==> config.mk <==
export PLATFORM = sky130hd
export DESIGN_NAME = ssd_scan_controller
export DESIGN_NICKNAME = d
export VERILOG_FILES = /design/src/rtl/ssd_scan_controller_pkg.sv /design/src/rtl/ssd_scan_controller_hex_seg_decoder.sv /design/src/rtl/ssd_scan_controller.sv
export SDC_FILE = /design/constraint.sdc
export NUM_CORES = 1
export LEC_CHECK = 0
export ABC_CLOCK_PERIOD_IN_PS = 3700
export CAP_MARGIN = 20
export CORE_ASPECT_RATIO = 0.75
export CORE_MARGIN = 4
export CORE_UTILIZATION = 45
export DETAILED_ROUTE_END_ITERATION = 8
export PLACE_DENSITY = 0.73
export SLEW_MARGIN = 20
export SYNTH_ARGS = -nofsm -noshare
export SYNTH_HDL_FRONTEND = slang
export SYNTH_SLANG_ARGS = --single-unit
==> constraint.sdc <==
create_clock -name clk -period 3.7 [get_ports clk]
set_input_delay 0.37 -clock clk [delete_from_list [all_inputs] [get_ports clk]]
set_output_delay 0.37 -clock clk [all_outputs]
set_load 0.1 [all_outputs]
==> src/rtl/ssd_scan_controller_pkg.sv <==
// Shared constants, types and hex glyph table for the seven-segment scan controller.
package ssd_scan_controller_pkg;

  localparam logic [6:0] SEG_OFF = 7'b1111111;
  localparam logic [3:0] AN_OFF  = 4'b1111;

  typedef logic [1:0] digit_idx_t;

  typedef enum logic {
    ST_BLANK = 1'b0,
    ST_SHOW  = 1'b1
  } scan_state_t;

  // Active-low cathodes ordered {a,b,c,d,e,f,g}; "b" and "d" are lowercase glyphs.
  function automatic logic [6:0] hex_glyph(input logic [3:0] nibble);
    logic [6:0] glyph;
    glyph = SEG_OFF;
    case (nibble)
      4'h0: glyph = 7'b0000001;
      4'h1: glyph = 7'b1001111;
      4'h2: glyph = 7'b0010010;
      4'h3: glyph = 7'b0000110;
      4'h4: glyph = 7'b1001100;
      4'h5: glyph = 7'b0100100;
      4'h6: glyph = 7'b0100000;
      4'h7: glyph = 7'b0001111;
      4'h8: glyph = 7'b0000000;
      4'h9: glyph = 7'b0000100;
      4'hA: glyph = 7'b0001000;
      4'hB: glyph = 7'b1100000;
      4'hC: glyph = 7'b0110001;
      4'hD: glyph = 7'b1000010;
      4'hE: glyph = 7'b0110000;
      4'hF: glyph = 7'b0111000;
      default: glyph = SEG_OFF;
    endcase
    return glyph;
  endfunction

endpackage

==> src/rtl/ssd_scan_controller_hex_seg_decoder.sv <==
// Combinational nibble to active-low seven-segment cathode decoder.
module hex_seg_decoder
  import ssd_scan_controller_pkg::*;
(
  input  logic [3:0] nibble,
  output logic [6:0] seg
);

  assign seg = hex_glyph(nibble);

endmodule

==> src/rtl/ssd_scan_controller.sv <==
// Four-digit common-anode scan controller with frame-aligned value updates,
// per-slot blanking gap and leading-zero suppression.
//
// state    | meaning
// ST_BLANK | start of a digit slot, all anodes off to suppress ghosting
// ST_SHOW  | remainder of the slot, current digit driven (unless suppressed)
module ssd_scan_controller
  import ssd_scan_controller_pkg::*;
#(
  parameter int DIGIT_CYCLES = 100000,
  parameter int BLANK_CYCLES = 1000
) (
  input  logic        clk,
  input  logic        rst_n,
  input  logic [15:0] value_i,
  input  logic [3:0]  dp_i,
  input  logic        value_valid,
  output logic        value_ready,
  input  logic        blank_lz,
  output logic [3:0]  an,
  output logic [6:0]  seg,
  output logic        dp,
  output logic        frame_done
);

  localparam int CW = (DIGIT_CYCLES > 1) ? $clog2(DIGIT_CYCLES) : 1;
  localparam logic [CW-1:0] CNT_LAST  = CW'(DIGIT_CYCLES - 1);
  localparam logic [CW-1:0] CNT_BLANK = CW'(BLANK_CYCLES);
  localparam scan_state_t   ST_START  = (BLANK_CYCLES > 0) ? ST_BLANK : ST_SHOW;

  logic [19:0]  disp;
  logic [19:0]  pend;
  logic         pend_full;
  digit_idx_t   digit;
  logic [CW-1:0] cnt;
  scan_state_t  state;
  scan_state_t  state_nxt;

  logic          slot_end;
  logic          boundary;
  logic          accept;
  logic          pend_full_nxt;
  logic [CW-1:0] cnt_nxt;
  digit_idx_t    digit_nxt;
  logic [3:0]    nibble;
  logic [3:0]    dp_bits;
  logic          lz_zero;
  logic          suppressed;
  logic [6:0]    glyph_seg;
  logic [3:0]    an_nxt;
  logic [6:0]    seg_nxt;
  logic          dp_nxt;

  hex_seg_decoder u_dec (
    .nibble (nibble),
    .seg    (glyph_seg)
  );

  always_comb begin
    slot_end  = (cnt == CNT_LAST);
    boundary  = slot_end && (digit == 2'd3);
    cnt_nxt   = slot_end ? '0 : cnt + 1'b1;
    digit_nxt = slot_end ? digit + 1'b1 : digit;
    state_nxt = (cnt_nxt < CNT_BLANK) ? ST_BLANK : ST_SHOW;
  end

  // A transfer out of pend and a new capture are mutually exclusive: ready is low while full.
  always_comb begin
    accept        = value_valid && value_ready;
    pend_full_nxt = pend_full;
    if (boundary && pend_full) pend_full_nxt = 1'b0;
    else if (accept)           pend_full_nxt = 1'b1;
  end

  always_comb begin
    nibble  = disp[{digit, 2'b00} +: 4];
    dp_bits = disp[19:16];
    lz_zero = 1'b0;
    case (digit)
      2'd1:    lz_zero = (disp[15:4]  == 12'h000);
      2'd2:    lz_zero = (disp[15:8]  == 8'h00);
      2'd3:    lz_zero = (disp[15:12] == 4'h0);
      default: lz_zero = 1'b0;
    endcase
    suppressed = blank_lz && lz_zero;

    an_nxt  = AN_OFF;
    seg_nxt = SEG_OFF;
    dp_nxt  = 1'b1;
    if (state == ST_SHOW && !suppressed) begin
      an_nxt[digit] = 1'b0;
      seg_nxt       = glyph_seg;
      dp_nxt        = !dp_bits[digit];
    end
  end

  always_ff @(posedge clk) begin
    if (!rst_n) state <= ST_START;
    else        state <= state_nxt;
  end

  always_ff @(posedge clk) begin
    if (!rst_n) begin
      cnt         <= '0;
      digit       <= '0;
      disp        <= '0;
      pend        <= '0;
      pend_full   <= 1'b0;
      value_ready <= 1'b0;
      frame_done  <= 1'b0;
      an          <= AN_OFF;
      seg         <= SEG_OFF;
      dp          <= 1'b1;
    end else begin
      cnt         <= cnt_nxt;
      digit       <= digit_nxt;
      if (boundary && pend_full) disp <= pend;
      if (accept)                pend <= {dp_i, value_i};
      pend_full   <= pend_full_nxt;
      value_ready <= !pend_full_nxt;
      frame_done  <= boundary;
      an          <= an_nxt;
      seg         <= seg_nxt;
      dp          <= dp_nxt;
    end
  end

endmodule

Word-level counts from Yosys, hierarchy flattened:

Memories as Yosys holds them, arrays and structs flattened. A register that Yosys moved wholly into a read port is not among the register bits.
Cells that the tools add are included.

* bits in registers: 68
* bits in read-only memories: 112
* word-level logic and storage cells: 45
* memories kept: 1

* add/sub/neg operators: 2
* magnitude comparators: 3
* equality and inequality tests: 4
* shifts and indexed selects: 1
* muxes and demuxes: 9
* bitwise logic cells: 1
* reductions and logical operators: 14

Memory list
* (name not given): words 16, bits a word 7, rd ports 1, clocked after Yosys merged registers in 1, wr ports 0, RTL line ssd_scan_controller_pkg.sv:18 `case (nibble)`

Operator list (count)
* $shiftx 20x5->4: 1
* $add 17x1->17 const B: 1
* $eq 17x17->1 const B: 1
* $lt 17x10->1 const B: 1
* $mux 17: 1
* $logic_not 12->1: 1
* $logic_not 8->1: 1
* $logic_and 1x1->1: 6
* $mux 1: 5
* $eq 2x2->1 const B: 2
* $logic_not 1->1: 4
* $logic_not 4->1: 1
* $not 4->4: 1
* $lt 2x3->1 const B: 1
* $pmux 1 s3: 1
* $add 2x1->2 const B: 1
* $bmux 1 s2: 1
* $demux 1 s2: 1
* $eq 2x1->1 const B: 1
* $ge 2x1->1 const B: 1
* $reduce_and 2->1: 1

Depth between registers and ports, before layout:

Gate-level depths: netlist of run 1.

* depth in word-level cells: 7
* mapped depth: 8
* gate-level depth less buffers: 6

Modules after synthesis:

Synthesis of run 1 repeated with hierarchy kept, for this count alone.

* cells, all modules: 403
* area, all modules: 3578.4 um^2

Modules (own cells, without submodules)
* ssd_scan_controller: instances 1, cells an instance 370, area an instance 3309.4 um^2, seq. area each 1501.4 um^2
* hex_seg_decoder: instances 1, cells an instance 33, area an instance 269.0 um^2, seq. area each 0.0 um^2

Least setup slack after synthesis of run 1:

OpenSTA, ideal clock, no wires.

* path kind: reg-to-reg
* from: register cnt[0]
* to: register cnt[15]
* setup time: 118 ps
* data arrival time: 1933 ps
* required time: 3582 ps
* path slack: 1649 ps
* cell stages (with the launch flop): 8
* path buffers: 1
* period minus slack after synthesis: 2051 ps
* path through: dfxtp_1 -> ha_1 -> nand4_1 -> nor4_1 -> nand2_1 -> o21ai_0 -> buf_2 -> nor2_1

* word-level cells in the longest chain between the ends: 2
* elaborated cells on any way between the ends: 3
* those cells by class: 1 x add/sub; 1 x eq/ne; 1 x mux

RTL lines
* start, declared: RTL line ssd_scan_controller.sv:35 `logic [CW-1:0] cnt;`
* start signal, assigned: RTL line ssd_scan_controller.sv:115 `cnt <= cnt_nxt;`
* $add 17x1->17 or $eq 17x17->1 (tied branches): RTL line ssd_scan_controller.sv:62, ssd_scan_controller.sv:60
* $mux 17 (*): RTL line ssd_scan_controller.sv:62 `cnt_nxt = slot_end ? '0 : cnt + 1'b1;`

Every way passes the cells marked *; elsewhere a longest branch is shown, timed or not.
A chain may end at the register's enable or synchronous reset.

Worst setup path after layout of run 1:

* from: register cnt[0]
* to: register state

* word-level cells in the longest chain between the ends: 4
* elaborated cells on any way between the ends: 5
* those cells by class: 1 x add/sub; 1 x order compare; 1 x eq/ne; 2 x mux

RTL lines
* $add 17x1->17 or $eq 17x17->1 (tied branches): RTL line ssd_scan_controller.sv:62, ssd_scan_controller.sv:60
* $mux 17 (*): RTL line ssd_scan_controller.sv:62
* $lt 17x10->1 (*): RTL line ssd_scan_controller.sv:64 `state_nxt = (cnt_nxt < CNT_BLANK) ? ST_BLANK : ST_SHOW;`
* $mux 1 (*): RTL line ssd_scan_controller.sv:64
* end signal, assigned: RTL line ssd_scan_controller.sv:99 `else state <= state_nxt;`
* end, declared: RTL line ssd_scan_controller.sv:36 `scan_state_t state;`

Marked as above.

==> results.cfg, run 1 <==
[sta]
clock.fmax_mhz = 424
finalHoldViolations = 0
setup_violations = 0
finalMaxSlewViolations = 0
clock_skew_ps = 7.47
grt_setup_unrepaired = no
worst_slack_ps = 1340
worstMarginPinSlew_ps = 970
post-route-min-period_ps = 2360
slew_headroom = 0.351
finalCritPeriodShare = 0.637
fin_tns_setup_ps = 0

[worst_setup_path]
critPathKind = register to register
critPathLaunchType = register
max_stage_delay_ps = 450
crit_chain = ha_1, nand4_1, nor4_2, and2b_2, a221oi_1, o41a_1
rr_startpoint = cnt[0]
setup.worst_path.end = state
crit_path_top_delay_cell = nor4_2
r2r_setup_slack_ps = 1340
path_max_fanout = 8
startpoint = cnt[0]
r2r-end = state
required_ps = 3930
r2r_cells = 6
critical_path.endpoint_type = register
arrival_ps = 2590

[clock_tree]
insertion_delay_ps = 350
clockRootBuffer = clkbuf_8
cts_max_path_buffers = 2
clk_transition_reported_paths_ps = 70
cts_resized = 0
cts.sinks = 75
cts.htree.levels = 3
cts_made_buffers = 9
cts_setup_buffers = 0
cts_tree = done
cts_hold_buf = 0

[logic_synthesis]
synth_top_flop_cell = dfxtp_1
syn_nets = 401
ys_types = 43
synthArstFlopShare = 0
yosys_warnings = 0
ys_ff_latch = 75
synthCells = 365
synth-edff-count = 0
syn_area_um2 = 3290
syn_area_per_cell_um2 = 9.02
ys_seq_area_frac = 0.456

[floorplanning]
die_h_um = 82.1
core-area_um2 = 6960
rows = 26
start_util = 0.473
die_width_um = 107
die-area_um2 = 8770
io_pins = 38

[routing]
via_per_inst = 5.09
drt_wl_total_um = 6660
routedWlPerCell_um = 13.4
ant_nets = 0
dr.pass1.iters = 4
dr.first_iter.drc_count = 147
remaining_drc_errors = 0
vias = 2526

[placed_design]
place.gp.congestion = 0.915
dp_hpwl_um = 4660
portBuffers = 37
place_ws_ps = 1370

[global_route]
antenna_found_initial = 0
grt_pass1_vias = 2312
grt_max_degree = 28
grtUsageTotal = 0.167
grt-ovfl-total = 0
grt_pass1_wl_um = 11400

[cells_and_area]
drive_gt1_frac = 0.0729
num-nets-final = 430
final_core_util = 0.561
antenna_cells = 0
area_growth_pct = 18.6

[job]
cap_viol_max_count = 0

[hold_path]
hold_class = register to register
min_delay_path_depth = 2

[power]
p_per_area_nw_per_um2 = 392
ir_drop_mv = 0.198
power.leakage_nw = 1.48

[status]
status = finished, final reports clean
cell families after synthesis:
kind of cell             count (synthesis)  share of synthesized area
multiplexers                            30                      0.111
XOR/XNOR                                18                     0.0479
AO/OA/AOI/OAI                           46                     0.0862
buffers and inverters                   33                     0.0422
adder cells (fa/ha/maj)                 12                     0.0456
flip-flops                              75                      0.456
AND/OR/NAND/NOR                        151                      0.211
state kept, by name (all words and copies together) (netlist names):
name / flops
seg: 7
digit: 2
value_ready: 1
an: 4
dp: 1
frame_done: 1
state: 1
pend_full: 1
pend: 20
disp: 20
cnt: 17
synth_stat cells (all sizes together) (2+ instances only):
library cell | n | area share
clkbuf | 12 | 0.014
o22ai | 2 | 0.0038
nand3 | 9 | 0.014
nor2b | 3 | 0.0057
a221oi | 2 | 0.0053
buf | 10 | 0.016
nand4 | 4 | 0.0076
o211ai | 5 | 0.011
mux2i | 22 | 0.067
xnor2 | 15 | 0.040
xor2 | 3 | 0.0080
nor2 | 47 | 0.054
dfxtp | 75 | 0.46
inv | 11 | 0.013
and2 | 3 | 0.0057
nand4b | 4 | 0.011
o21a | 2 | 0.0046
o21ai | 5 | 0.0076
nor4 | 7 | 0.015
nor3 | 7 | 0.011
mux4 | 5 | 0.034
a21oi | 23 | 0.035
nand2 | 59 | 0.067
or4 | 2 | 0.0057
ha | 12 | 0.046
mux2 | 3 | 0.010
worst min path at each step:
stage                  from       to  slack (ps)
floorplan           pend[0]  pend[0]         440
global route        pend[5]  pend[5]         480
CTS                 pend[9]  pend[9]         460
finish              pend[9]  pend[9]         450
detailed placement  pend[9]  pend[9]         450
global placement    pend[5]  pend[5]         440
power breakdown:
part            total, W  internal [W]  switching [W]
Clock           0.000620      0.000344       0.000276
Combinational  0.0000784     0.0000363      0.0000422
Sequential      0.000833      0.000822      0.0000114
per-stage QoR:
stage | hold slack [ps] | std cells | cell area, um^2 | total power [W]
after floorplan | 436 | 365 | 3290 | 0.000892
after global placement | 444 | 481 | 3710 | 0.000928
after detailed placement | 447 | 481 | 3710 | 0.000931
after CTS | 457 | 496 | 3910 | 0.00155
after global routing | 476 | 496 | 3910 | 0.00159
final | 454 | 496 | 3910 | 0.00153
metal layers:
metal  up-vias  global-route usage  wire, um  part of all wire
met5         -                   0         0                 0
met4         0              0.0728        77             0.012
met3         8              0.0432       478             0.072
met2        77               0.247      2820              0.42
met1      1136               0.232      3280              0.49
li1       1305                   -         -                 -
area by class of cell:
cell class | instances | area (um^2)
Clock buffer | 13 | 159
Inverter | 11 | 41.3
Tap cell | 98 | 123
Fill cell | 670 | 3060
Sequential cell | 75 | 1500
Timing Repair Buffer | 40 | 393
Clock inverter | 2 | 35.0
Multi-Input combinational cell | 257 | 1650
worst max-delay path: cells and delay by family, from the launching register on:
| family | cells | cell delay [ps] |
|---|---|---|
| AND/OR/NAND/NOR | 3 | 1070 |
| flip-flops | 1 | 440 |
| AO/OA/AOI/OAI | 2 | 430 |
| adder cells (fa/ha/maj) | 1 | 320 |
layout by cell type (no fill, tap or decap), types with 2 or more instances in the layout:
cell	synthesis	routed
nand4b_1	4	4
nand2_1	59	59
clkbuf_1	12	2
buf_4	0	3
o21ai_0	5	5
nor4_1	6	6
o21a_1	2	2
and2_1	3	3
nor3_1	7	7
ha_1	12	12
inv_1	11	11
a21oi_1	23	23
a221oi_1	2	2
nor2b_1	3	3
o22ai_1	2	2
xnor2_1	15	15
nand3_1	9	9
dfxtp_1	75	75
xor2_1	3	3
clkbuf_8	0	11
o211ai_1	5	5
mux4_2	5	5
mux2_2	3	3
mux2i_1	22	22
nor2_1	47	47
nand4_1	4	4
clkdlybuf4s50_1	0	37
Power figures use the tool's default switching activity.
==> run 2, diff against run 1 <==
- ABC_CLOCK_PERIOD_IN_PS: 3700 -> 1900
- PLACE_DENSITY: 0.73 -> 0.76
- clock period: 3.7 -> 1.9 ns (I/O delays scaled with it)
==> run 2 against run 1 <==
Net effect: maximum frequency up 27%; via count up 12%; global-route usage is 3.0 points higher; worst setup slack worse by 1300 ps; wire length increased by 24%.
==> results.cfg, run 2 (same netlist as run 1, synthesis figures left out) <==
[global_route]
grt_pass1_wl_um = 13500
grt-ovfl-total = 0
grt_pass1_vias = 2783
grtUsageTotal = 0.198
antenna_found_initial = 0
grt_max_degree = 47

[sta]
finalCritPeriodShare = 0.974
finalMaxSlewViolations = 0
post-route-min-period_ps = 1850
clock.fmax_mhz = 540
finalHoldViolations = 0
setup_violations = 0
hold_ws_ps = 373
fin_tns_setup_ps = 0
grt_setup_unrepaired = yes
worst_slack_ps = 48.7
worstMarginPinSlew_ps = 685
clock_skew_ps = 9.92
slew_headroom = 0.542

[cells_and_area]
multi_input_area_um2 = 1820
seq_area_um2 = 1510
final_common_cell = dfxtp_1
area_growth_pct = 36.2
finalNonFillerCells = 542
num-nets-final = 475
antenna_cells = 0
fillers = 564
drive_gt1_frac = 0.270
reg_top3 = disp (20), pend (20), cnt (17)
layout_common_cells = 68 x dfxtp_1, 59 x nand2_1, 52 x buf_4, 46 x nor2_1, 23 x clkdlybuf4s50_1

[worst_setup_path]
critical_path.endpoint_type = register
required_ps = 2140
max_stage_delay_ps = 370
path_max_fanout = 3
crit_path_top_delay_cell = dfxtp_1
crit_chain = nand4_1, buf_4, nor4_4, xnor2_2, a21oi_2, o41a_1
arrival_ps = 2090
r2r_setup_slack_ps = 50
critPathKind = register to register
critPathLaunchType = register

[power]
ir_drop_mv = 0.419
swShare = 0.251
pwr-share-seq = 0.524
p_per_area_nw_per_um2 = 689
power.internal_w = 0.00232
p_sw_w = 0.000777
combPwrFrac = 0.059
power_frac_clock = 0.417
power.leakage_nw = 1.79

[placed_design]
dp_cells = 518
portBuffers = 37
place_ws_ps = -130
place.gp.congestion = 0.896
dp_hpwl_um = 5370

[clock_tree]
clk_transition_reported_paths_ps = 90
cts_tree = done
cts_max_path_buffers = 2
insertion_delay_ps = 350
cts.sinks = 75
cts_made_buffers = 9
cts_hold_buf = 0
clockRootBuffer = clkbuf_8
cts.htree.levels = 3

[floorplanning]
die_width_um = 107
die-area_um2 = 8770
core-area_um2 = 6960
rows = 26
io_pins = 38
start_util = 0.473
die_h_um = 82.1

[routing]
dr.pass1.iters = 4
remaining_drc_errors = 0
routedWlPerCell_um = 15.3
dr.first_iter.drc_count = 179
ant_nets = 0
vias = 2822
drt_wl_total_um = 8270
via_per_inst = 5.21

[status]
status = finished, final reports clean

[hold_path]
hold_class = input port to register

[job]
cap_viol_max_count = 0
-- run 2: changes by cell type in the layout (fill, tap and decap cells not counted), sizes merged --
cell and delta:
clkinv -1, clkbuf -3, clkinvlp +2, buf +58, inv +4, clkdlybuf4s50 -14
-- run 2: power by group through the flow --
stage / Clock (W) / Sequential, W / Combinational [W]
6_report: 0.00129 / 0.00162 / 0.000181
5_1_grt: 0.00138 / 0.00162 / 0.000201
4_1_cts: 0.00131 / 0.00162 / 0.000181
3_5_place_dp: 0 / 0.00166 / 0.000177
3_3_place_gp: 0 / 0.00165 / 0.000172
2_1_floorplan: 0 / 0.00167 / 0.0000720
-- run 2: path summary, 6_finish.rpt --
check | cells after the start | from | to
worst max-delay path | 6 | cnt[6] | state
worst min-delay path | 3 | dp_i[0] | pend[16]
worst max register to register | 6 | cnt[6] | state
worst min register to register | 2 | pend[4] | pend[4]
-- run 2: metrics by stage --
stage,total power (W),util,cell area [um^2]
2_1_floorplan,0.00174,-,3320
3_3_place_gp,0.00183,0.575,4000
3_5_place_dp,0.00183,0.575,4000
4_1_cts,0.00311,0.623,4340
5_1_grt,0.00320,0.644,4490
6_report,0.00309,0.644,4490
-- run 2: area by class of cell --
cell class	instances	share of cell area
clock buffers	9	0.0276
clock inverters	7	0.0184
inverters	11	0.00921
multi-input cells	257	0.406
flip-flops and latches	75	0.337
well taps	98	0.0273
repair buffers	85	0.174
-- run 2: layer usage --
layer / up-vias / global-route usage / share of wire
met1: 1348 / 0.258 / 0.47
met5: - / 0 / 0
li1: 1400 / - / -
met4: 0 / 0.0575 / 0.013
met3: 11 / 0.0597 / 0.049
met2: 63 / 0.318 / 0.47
-- run 2: timing repair --
item | CTS | global route
setup endpoints to repair | 23 | 44
buffers inserted | 4 | 2
gates cloned | 2 | 1
resized for setup | 18 | 23
pin swaps | 5 | 13
-- run 2: worst max-delay path: cells and delay by family (launching register included) --
kind / cells / cell delay [ps]
buffers and inverters: 1 / 220
DFF: 1 / 370
xor gates and xnor gates: 1 / 180
AOI/OAI and AO/OA: 2 / 450
and+or+nand+nor: 2 / 510
